File: src/rtl/alu_pkg.sv
// Shared opcode, FSM-state and decode helpers for the ALU/mul-div unit and its bench.
package alu_pkg;

  localparam logic [3:0] OP_AND   = 4'b0000;
  localparam logic [3:0] OP_OR    = 4'b0001;
  localparam logic [3:0] OP_ADD   = 4'b0010;
  localparam logic [3:0] OP_XOR   = 4'b0011;
  localparam logic [3:0] OP_SLL   = 4'b0100;
  localparam logic [3:0] OP_SRL   = 4'b0101;
  localparam logic [3:0] OP_SUB   = 4'b0110;
  localparam logic [3:0] OP_SLT   = 4'b0111;
  localparam logic [3:0] OP_SLTU  = 4'b1000;
  localparam logic [3:0] OP_MUL   = 4'b1001;
  localparam logic [3:0] OP_MULHU = 4'b1010;
  localparam logic [3:0] OP_DIV   = 4'b1011;
  localparam logic [3:0] OP_DIVU  = 4'b1100;
  localparam logic [3:0] OP_SRA   = 4'b1101;
  localparam logic [3:0] OP_REM   = 4'b1110;
  localparam logic [3:0] OP_REMU  = 4'b1111;

  localparam logic [1:0] ST_IDLE = 2'd0;
  localparam logic [1:0] ST_BUSY = 2'd1;
  localparam logic [1:0] ST_DONE = 2'd2;

  function automatic logic is_muldiv(input logic [3:0] op);
    return op inside {OP_MUL, OP_MULHU, OP_DIV, OP_DIVU, OP_REM, OP_REMU};
  endfunction

endpackage

File: src/rtl/alu_muldiv_iter.sv
// Iterative unit: XLEN-step unsigned shift-add multiplier / restoring divider with sign fix-up.
module muldiv_iter
  import alu_pkg::*;
#(
  parameter int unsigned XLEN = 32
) (
  input  logic            clk,
  input  logic            rst,
  input  logic            start_i,
  input  logic [3:0]      op_i,
  input  logic [XLEN-1:0] a_i,
  input  logic [XLEN-1:0] b_i,
  output logic            done_o,
  output logic [XLEN-1:0] res_o
);

  localparam int unsigned CW = $clog2(XLEN);

  logic            active_q;
  logic [CW-1:0]   cnt_q;
  logic            div_q, rem_q, hi_q, negq_q, negr_q, bzero_q;
  logic [XLEN-1:0] acc_q, lo_q, opnd_q;
  logic [XLEN-1:0] acc_d, lo_d;
  logic [XLEN:0]   sum, shifted, diff;
  logic            sgn, is_div;
  logic [XLEN-1:0] a_mag, b_mag;

  assign sgn    = (op_i == OP_DIV) || (op_i == OP_REM);
  assign is_div = op_i inside {OP_DIV, OP_DIVU, OP_REM, OP_REMU};
  assign a_mag  = (sgn && a_i[XLEN-1]) ? -a_i : a_i;
  assign b_mag  = (sgn && b_i[XLEN-1]) ? -b_i : b_i;
  assign done_o = active_q && (cnt_q == CW'(XLEN - 1));

  // Divide-by-zero needs no special remainder path: the restoring steps leave |a| in acc.
  always_comb begin
    sum     = {1'b0, acc_q} + (lo_q[0] ? {1'b0, opnd_q} : '0);
    shifted = {acc_q, lo_q[XLEN-1]};
    diff    = shifted - {1'b0, opnd_q};
    if (div_q) begin
      acc_d = diff[XLEN] ? shifted[XLEN-1:0] : diff[XLEN-1:0];
      lo_d  = {lo_q[XLEN-2:0], ~diff[XLEN]};
    end else begin
      acc_d = sum[XLEN:1];
      lo_d  = {sum[0], lo_q[XLEN-1:1]};
    end
    if (!div_q)       res_o = hi_q ? acc_d : lo_d;
    else if (rem_q)   res_o = negr_q ? -acc_d : acc_d;
    else if (bzero_q) res_o = '1;
    else              res_o = negq_q ? -lo_d : lo_d;
  end

  always_ff @(posedge clk) begin
    if (rst) begin
      active_q <= 1'b0;
      cnt_q    <= '0;
      div_q    <= 1'b0;
      rem_q    <= 1'b0;
      hi_q     <= 1'b0;
      negq_q   <= 1'b0;
      negr_q   <= 1'b0;
      bzero_q  <= 1'b0;
      acc_q    <= '0;
      lo_q     <= '0;
      opnd_q   <= '0;
    end else if (start_i) begin
      active_q <= 1'b1;
      cnt_q    <= '0;
      div_q    <= is_div;
      rem_q    <= (op_i == OP_REM) || (op_i == OP_REMU);
      hi_q     <= (op_i == OP_MULHU);
      negq_q   <= sgn && (a_i[XLEN-1] ^ b_i[XLEN-1]);
      negr_q   <= sgn && a_i[XLEN-1];
      bzero_q  <= (b_i == '0);
      acc_q    <= '0;
      lo_q     <= is_div ? a_mag : a_i;
      opnd_q   <= is_div ? b_mag : b_i;
    end else if (active_q) begin
      acc_q <= acc_d;
      lo_q  <= lo_d;
      cnt_q <= cnt_q + 1'b1;
      if (done_o) active_q <= 1'b0;
    end
  end

endmodule

File: src/rtl/alu_muldiv.sv
// ALU with valid/ready handshake and optional iterative M-extension (enable with macro ALU_MULDIV_EN).
module alu_muldiv
  import alu_pkg::*;
#(
  parameter int unsigned XLEN               = 32,
  parameter int unsigned DIV_SIGNED_OVF_SAT = 1
) (
  input  logic            clk,
  input  logic            rst,
  input  logic            in_valid,
  output logic            in_ready,
  input  logic [XLEN-1:0] a,
  input  logic [XLEN-1:0] b,
  input  logic [3:0]      alu_ctrl,
  output logic            out_valid,
  input  logic            out_ready,
  output logic [XLEN-1:0] result,
  output logic            zero,
  output logic            illegal
);

  localparam int unsigned SHW = $clog2(XLEN);

  if (DIV_SIGNED_OVF_SAT != 1) begin : g_cfg_check
    $error("alu_muldiv: DIV_SIGNED_OVF_SAT is reserved and must be 1");
  end

  logic [1:0]      state_q, state_d;
  logic [XLEN-1:0] result_q, result_d, alu_res;
  logic            illegal_q, illegal_d;
  logic [SHW-1:0]  shamt;
  logic            accept;

  assign shamt     = b[SHW-1:0];
  assign in_ready  = (state_q == ST_IDLE) || ((state_q == ST_DONE) && out_ready);
  assign accept    = in_valid && in_ready;
  assign out_valid = (state_q == ST_DONE);
  assign result    = result_q;
  assign zero      = (result_q == '0);
  assign illegal   = illegal_q;

`ifdef ALU_MULDIV_EN
  logic            md_start, md_done;
  logic [XLEN-1:0] md_res;

  muldiv_iter #(.XLEN(XLEN)) u_muldiv (
    .clk    (clk),
    .rst    (rst),
    .start_i(md_start),
    .op_i   (alu_ctrl),
    .a_i    (a),
    .b_i    (b),
    .done_o (md_done),
    .res_o  (md_res)
  );
`endif

  always_comb begin
    alu_res = '0;
    case (alu_ctrl)
      OP_AND:  alu_res = a & b;
      OP_OR:   alu_res = a | b;
      OP_XOR:  alu_res = a ^ b;
      OP_ADD:  alu_res = a + b;
      OP_SUB:  alu_res = a - b;
      OP_SLL:  alu_res = a << shamt;
      OP_SRL:  alu_res = a >> shamt;
      OP_SRA:  alu_res = XLEN'($signed(a) >>> shamt);
      OP_SLT:  alu_res[0] = $signed(a) < $signed(b);
      OP_SLTU: alu_res[0] = a < b;
      default: alu_res = '0;
    endcase
  end

  // An accept in DONE takes priority over the return to IDLE, giving back-to-back throughput.
  always_comb begin
    state_d   = state_q;
    result_d  = result_q;
    illegal_d = illegal_q;
`ifdef ALU_MULDIV_EN
    md_start  = 1'b0;
`endif
    if (accept) begin
      if (is_muldiv(alu_ctrl)) begin
`ifdef ALU_MULDIV_EN
        state_d  = ST_BUSY;
        md_start = 1'b1;
`else
        state_d   = ST_DONE;
        result_d  = '0;
        illegal_d = 1'b1;
`endif
      end else begin
        state_d   = ST_DONE;
        result_d  = alu_res;
        illegal_d = 1'b0;
      end
    end else if ((state_q == ST_DONE) && out_ready) begin
      state_d = ST_IDLE;
    end
`ifdef ALU_MULDIV_EN
    else if ((state_q == ST_BUSY) && md_done) begin
      state_d   = ST_DONE;
      result_d  = md_res;
      illegal_d = 1'b0;
    end
`endif
  end

  always_ff @(posedge clk) begin
    if (rst) begin
      state_q   <= ST_IDLE;
      result_q  <= '0;
      illegal_q <= 1'b0;
    end else begin
      state_q   <= state_d;
      result_q  <= result_d;
      illegal_q <= illegal_d;
    end
  end

endmodule
File: config.mk
export PLATFORM = sky130hd
export DESIGN_NAME = alu_muldiv
export DESIGN_NICKNAME = d
export VERILOG_FILES = /design/src/rtl/alu_pkg.sv /design/src/rtl/alu_muldiv_iter.sv /design/src/rtl/alu_muldiv.sv
export SDC_FILE = /design/constraint.sdc
export NUM_CORES = 1
export LEC_CHECK = 0
export ABC_AREA = 1
export BUFFER_PORTS_ARGS = -buffer_cell sky130_fd_sc_hd__buf_2
export CORE_MARGIN = 10
export CORE_UTILIZATION = 31
export DETAILED_ROUTE_END_ITERATION = 16
export PLACE_DENSITY = 0.57
export SYNTH_ARGS = -nofsm -noshare
export SYNTH_HDL_FRONTEND = slang
export SYNTH_HIERARCHICAL = 1
export SYNTH_SLANG_ARGS = --single-unit
File: constraint.sdc
create_clock -name clk -period 3.6 [get_ports clk]
set_input_delay 0.72 -clock clk [delete_from_list [all_inputs] [get_ports clk]]
set_output_delay 0.72 -clock clk [all_outputs]
set_load 0.01 [all_outputs]
== Yosys cells after proc, flatten, opt, wreduce, memory -nomap -nowiden ==
Index checks and enable logic that the tools add are counted.
Widths: inputs -> output; s select.

* Bits in registers: 34
* Latch bits: 0
* Bits in writable memories: 0
* Bits in read-only memories: 0
* Input bits: 72
* Output and inout bits: 36
* Memories: 0

* Add/sub/neg operators: 2
* $mul: 0
* Divide/modulo/power cells: 0
* Magnitude comparators: 2
* Equal/unequal tests: 15
* Shift-type cells: 3
* Multiplexer cells: 6
* Bitwise operators: 3
* Reductions and logical operators: 8

{| class="wikitable"
|+ Operator list
! cell !! number
|-
| $pmux 31 s8 || 1
|-
| $lt 32x32->1 || 2
|-
| $add 32x32->32 || 1
|-
| $and 32x32->32 || 1
|-
| $eq 4x4->1 const B || 8
|-
| $logic_not 32->1 || 1
|-
| $mux 32 || 1
|-
| $or 32x32->32 || 1
|-
| $shl 32x5->32 || 1
|-
| $shr 32x5->32 || 1
|-
| $sshr 32x5->32 || 1
|-
| $sub 32x32->32 || 1
|-
| $xor 32x32->32 || 1
|-
| $eq 4x3->1 const B || 4
|-
| $pmux 1 s10 || 1
|-
| $eq 4x2->1 const B || 2
|-
| $reduce_bool 6->1 || 1
|-
| $eq 4x1->1 const B || 1
|-
| $logic_not 4->1 || 1
|-
| $mux 2 || 2
|-
| $logic_and 1x1->1 || 2
|-
| $logic_not 2->1 || 1
|-
| $reduce_bool 2->1 || 1
|-
| $logic_or 1x1->1 || 1
|-
| $mux 1 || 1
|}

== Logic depth before layout (Yosys ltp) ==
* Depth after elaboration: 4
* Depth in mapped cells: 20
* Gate-level depth less buffers: 18

== Least setup slack after synthesis ==
OpenSTA, ideal clock, no wires.

* Path type: input to register
* Start: in b[3]
* End: reg result_q[31], in the netlist result[31]
* Library setup time: 132 ps
* Data arrival time: 2742 ps
* Setup slack: 725 ps
* Stages on the path: 19
* Path through: inv_1 > buf_2 > buf_1 > ha_1 > buf_2 > nor2_1 > nand2_1 > inv_1 > nand2_1 > nand2_1 > nand2_1 > nand2_1 > nand2_1 > nand2_1 > nand2_1 > nand3_1 > nand3_1 > nand2_1 > a21oi_1

* Cells in the longest elaborated chain, start to end: 3

{| class="wikitable"
|+ Ends and longest elaborated chain
! item !! RTL line !! source
|-
| start, declared || alu_muldiv.sv:13 || <nowiki>input logic [XLEN-1:0] b,</nowiki>
|-
| $sub 32x32->32 (tied with other cells) || alu_muldiv.sv:65 || <nowiki>OP_SUB: alu_res = a - b;</nowiki>
|-
| $pmux 31 s8 * || alu_muldiv.sv:60 || <nowiki>case (alu_ctrl)</nowiki>
|-
| $mux 32 * || alu_muldiv.sv:84 || <nowiki>if (is_muldiv(alu_ctrl)) begin</nowiki>
|-
| end signal, assigned || alu_muldiv.sv:117 || <nowiki>result_q <= result_d;</nowiki>
|-
| end, declared || alu_muldiv.sv:29 || <nowiki>logic [XLEN-1:0] result_q, result_d, alu_res;</nowiki>
|}

Every way passes the cells marked *; elsewhere a longest branch is shown, timed or not.
A chain may end at the register's enable or synchronous reset.

== Worst setup path after layout ==
* Start: in b[0]
* End: reg result_q[6], in the netlist result[6]

Same word-level chain as after synthesis.

==> results.md <==
- Outcome: complete, no violations
- H-tree depth: 2
- Hold buffer count at cts: 0
- Psw: 1.50 mW
- Detailed placer's ending HPWL: 55.1 mm
- Endpoints failing setup: 0
- Largest family of logic cells by synthesized area: simple AND/OR/NAND/NOR gates
- Comb pwr share: 0.672
- Share of cells above drive strength 1: 0.0908
- Setup CP Type: in -> reg
- Pwr Density: 212 nW/um2
- Crit path time final: 3.23 ns
- Area after DPL: 12500 um2
- Critical R2R Capture: result[6]
- Clk sink count: 34
- Commonest cells after routing, fill and taps aside: nand2_1 (808), nand3_1 (341), inv_1 (305)
- Tot GR Track Use: 0.284
- Setup bufs post-CTS: 0
- Finished Core Util: 0.354
- Reg-to-reg slack, setup: 1.76 ns
- Flop pwr share: 0.157
- R2R depth: 7
- Internal: 1.18 mW
- TritonCTS clock tree: yes
- Largest net degree at the start of global routing: 70
- Unrepaired setup endpoints after global routing: no
- Synth area leaders: nand2_1 (27%), nand3_1 (15%), ha_1 (11%), inv_1 (10%), nor2_1 (6.1%)
- Die area: 44500 um2
- Initial Util: 0.316
- Clock transition at path regs: 0.07 ns
- Syn Nets: 2443
- Vias after detailed routing: 15800
- Post-cts resize count: 0
- Sw Ratio: 0.561
- WHS Path Cells: 2
- Crit Path Max Fanout: 9
- Hold Vio Cnt, Final: 0
- Synth Area in Simple Gates: 0.540
- Area fraction in compound gates after synthesis: 0.130
- Total wire length: 65.4 mm
- Overall power: 2.68 mW
- Fin crit share: 0.897
- Clock share of power: 0.171
- Routability Congestion: 1.10
- Vias in the first global route: 14900
- Worst hold path type: reg -> reg
- Clk_lat worst skew: 0.30 ns
- Area leader, netlist: nand2_1
- Buffers on Ports: 107
- FF-to-FF Start: state_q[1]
- CORE AREA: 35700 um2
- Yosys cell types: 45
- Share of the yosys chip area belonging to registers: 0.0602
- XOR/XNOR Fraction of Synth Area: 0.00310
- Post-route setup TNS: 0 ns
- Top-Level Pins: 108
- Proportion of synthesized area in mux cells: 0.00177
- Layout Skew: 0.0120 ns
- Global-route wire length before repair: 95.0 mm
- Synthesized area per cell: 4.98 um2
- 1st-pass router iterations: 9
- Top cell type's share of synthesized area: 0.268
- Synth Area in Adders: 0.114
- CP Capture Type: register
- Synth warn: 6
- Die X: 211 um
- Max Cap Viol: 0
- DR WL/cell: 23.2 um
- Vias/cell: 5.62
- Worst Hold Path EP: illegal
- Die Height: 211 um
- Cells after Synth: 2269
- Relative slew slack: 0.488
- Core Rows: 69
- Commonest non-fill, non-tap cell in the layout: nand2_1
- Lkg Pwr: 7.06 nW
- Area grow syn2layout: 11.9%
- Peak VDD IR: 0.000131 V
- Remaining global-route overflow: 0
- Worst-margin pin slew: 0.767 ns
- # nets final: 2529
- Beginning of the worst hold path: illegal
- Initial antenna violation count: 2
- DR iter-0 viols: 1934
- Max frequency: 0.310 GHz
- Clock tree buffer depth: 2
- FILL cells: 4294
- Slew Viols, Final: 0
- Critical path arrival: 3.45 ns
- CTS Buf Count: 5
- Design area: 12700 um2
- Mapped Area: 11300 um2
- Data required, critical path: 3.82 ns
- DRC Markers: 0
- Post-DRT Antenna Nets: 0
- CTS root buffer: clkbuf_16
- Worst Setup Start Kind: primary input
- FF+latch count, synth: 34
through the flow:
step	hold WS (ns)	cells	setup WS, ns
after floorplan	0.490	2269	0.725
after global placement	0.465	2809	0.0580
after detailed placement	0.462	2809	0.103
after CTS	0.471	2817	0.409
after global routing	0.499	2817	0.319
final	0.477	2818	0.372
worst max-delay path: stages:
cell and delay, ns:
buf_2 0.16, ha_1 0.32, fa_1 0.52, nand3_1 0.13, nand3_1 0.22, nand2_1 0.13, nand2_1 0.18, xor2_1 0.19
o211ai_1 0.37, o21ai_0 0.31, a21oi_1 0.20
sequential cells by signal (all words and copies together) (netlist names):
name / flops
illegal: 1
result: 32
state_q: 1
power groups by stage:
stage               clock network (mW)  registers, mW  logic [mW]
global route                     0.481          0.424        1.95
finish                           0.458          0.421        1.80
detailed placement                   0          0.429        1.74
floorplan                            0          0.431        1.06
CTS                              0.467          0.420        1.75
global placement                     0          0.428        1.75
synth_stat cells, drive strengths merged:
cell type	instances
nand3	341
nor2	193
mux2i	2
o221ai	7
o22ai	19
ha	100
nor3	18
a221oi	1
o2111ai	1
xor2	2
o31ai	1
a32o	1
o21ai	93
and2	12
fa	2
buf	75
nand4	41
a31oi	3
or2	2
o21bai	11
dfxtp	34
nand2	812
nor3b	1
xnor2	2
and3	1
clkinv	4
a21o	1
o211ai	17
inv	316
nand3b	5
clkbuf	27
a21oi	110
nor4	14
cells by family after synthesis:
| group | count (synthesis) |
|---|---|
| and+or+nand+nor | 1440 |
| buffers and inverters | 422 |
| AOI/OAI and AO/OA | 265 |
| adders and majority gates | 102 |
| DFF | 34 |
| xor gates and xnor gates | 4 |
| muxes | 2 |
how the worst max path moves through the flow:
| stage | from | to | slack, ns | depth (start not counted) |
|---|---|---|---|---|
| floorplan | b[3] | result[31] | 0.73 | 19 |
| global placement | b[0] | result[6] | 0.06 | 11 |
| global route | b[0] | result[6] | 0.32 | 11 |
| finish | b[0] | result[6] | 0.37 | 11 |
| detailed placement | b[0] | result[6] | 0.10 | 11 |
| CTS | b[0] | result[6] | 0.41 | 11 |
metal layers:
metal	wire, um	up-vias	track usage
met5	13	-	0
met4	3340	2	0.128
met3	6240	139	0.0453
met2	28600	851	0.454
met1	27200	7395	0.368
li1	-	7445	-
cell type report:
| cell class | instances | area [um2] | share of cell area |
|---|---|---|---|
| repair buffers | 181 | 1130 | 0.0892 |
| inverters | 320 | 1200 | 0.0950 |
| diodes | 1 | 2.50 | 0.000198 |
| multi-input cells | 1813 | 8920 | 0.705 |
| flip-flops and latches | 34 | 681 | 0.0538 |
| clock buffers | 6 | 129 | 0.0102 |
| clock inverters | 2 | 13.8 | 0.00109 |
| well taps | 461 | 577 | 0.0456 |
No activity file was read; power rests on OpenSTA's default activity.
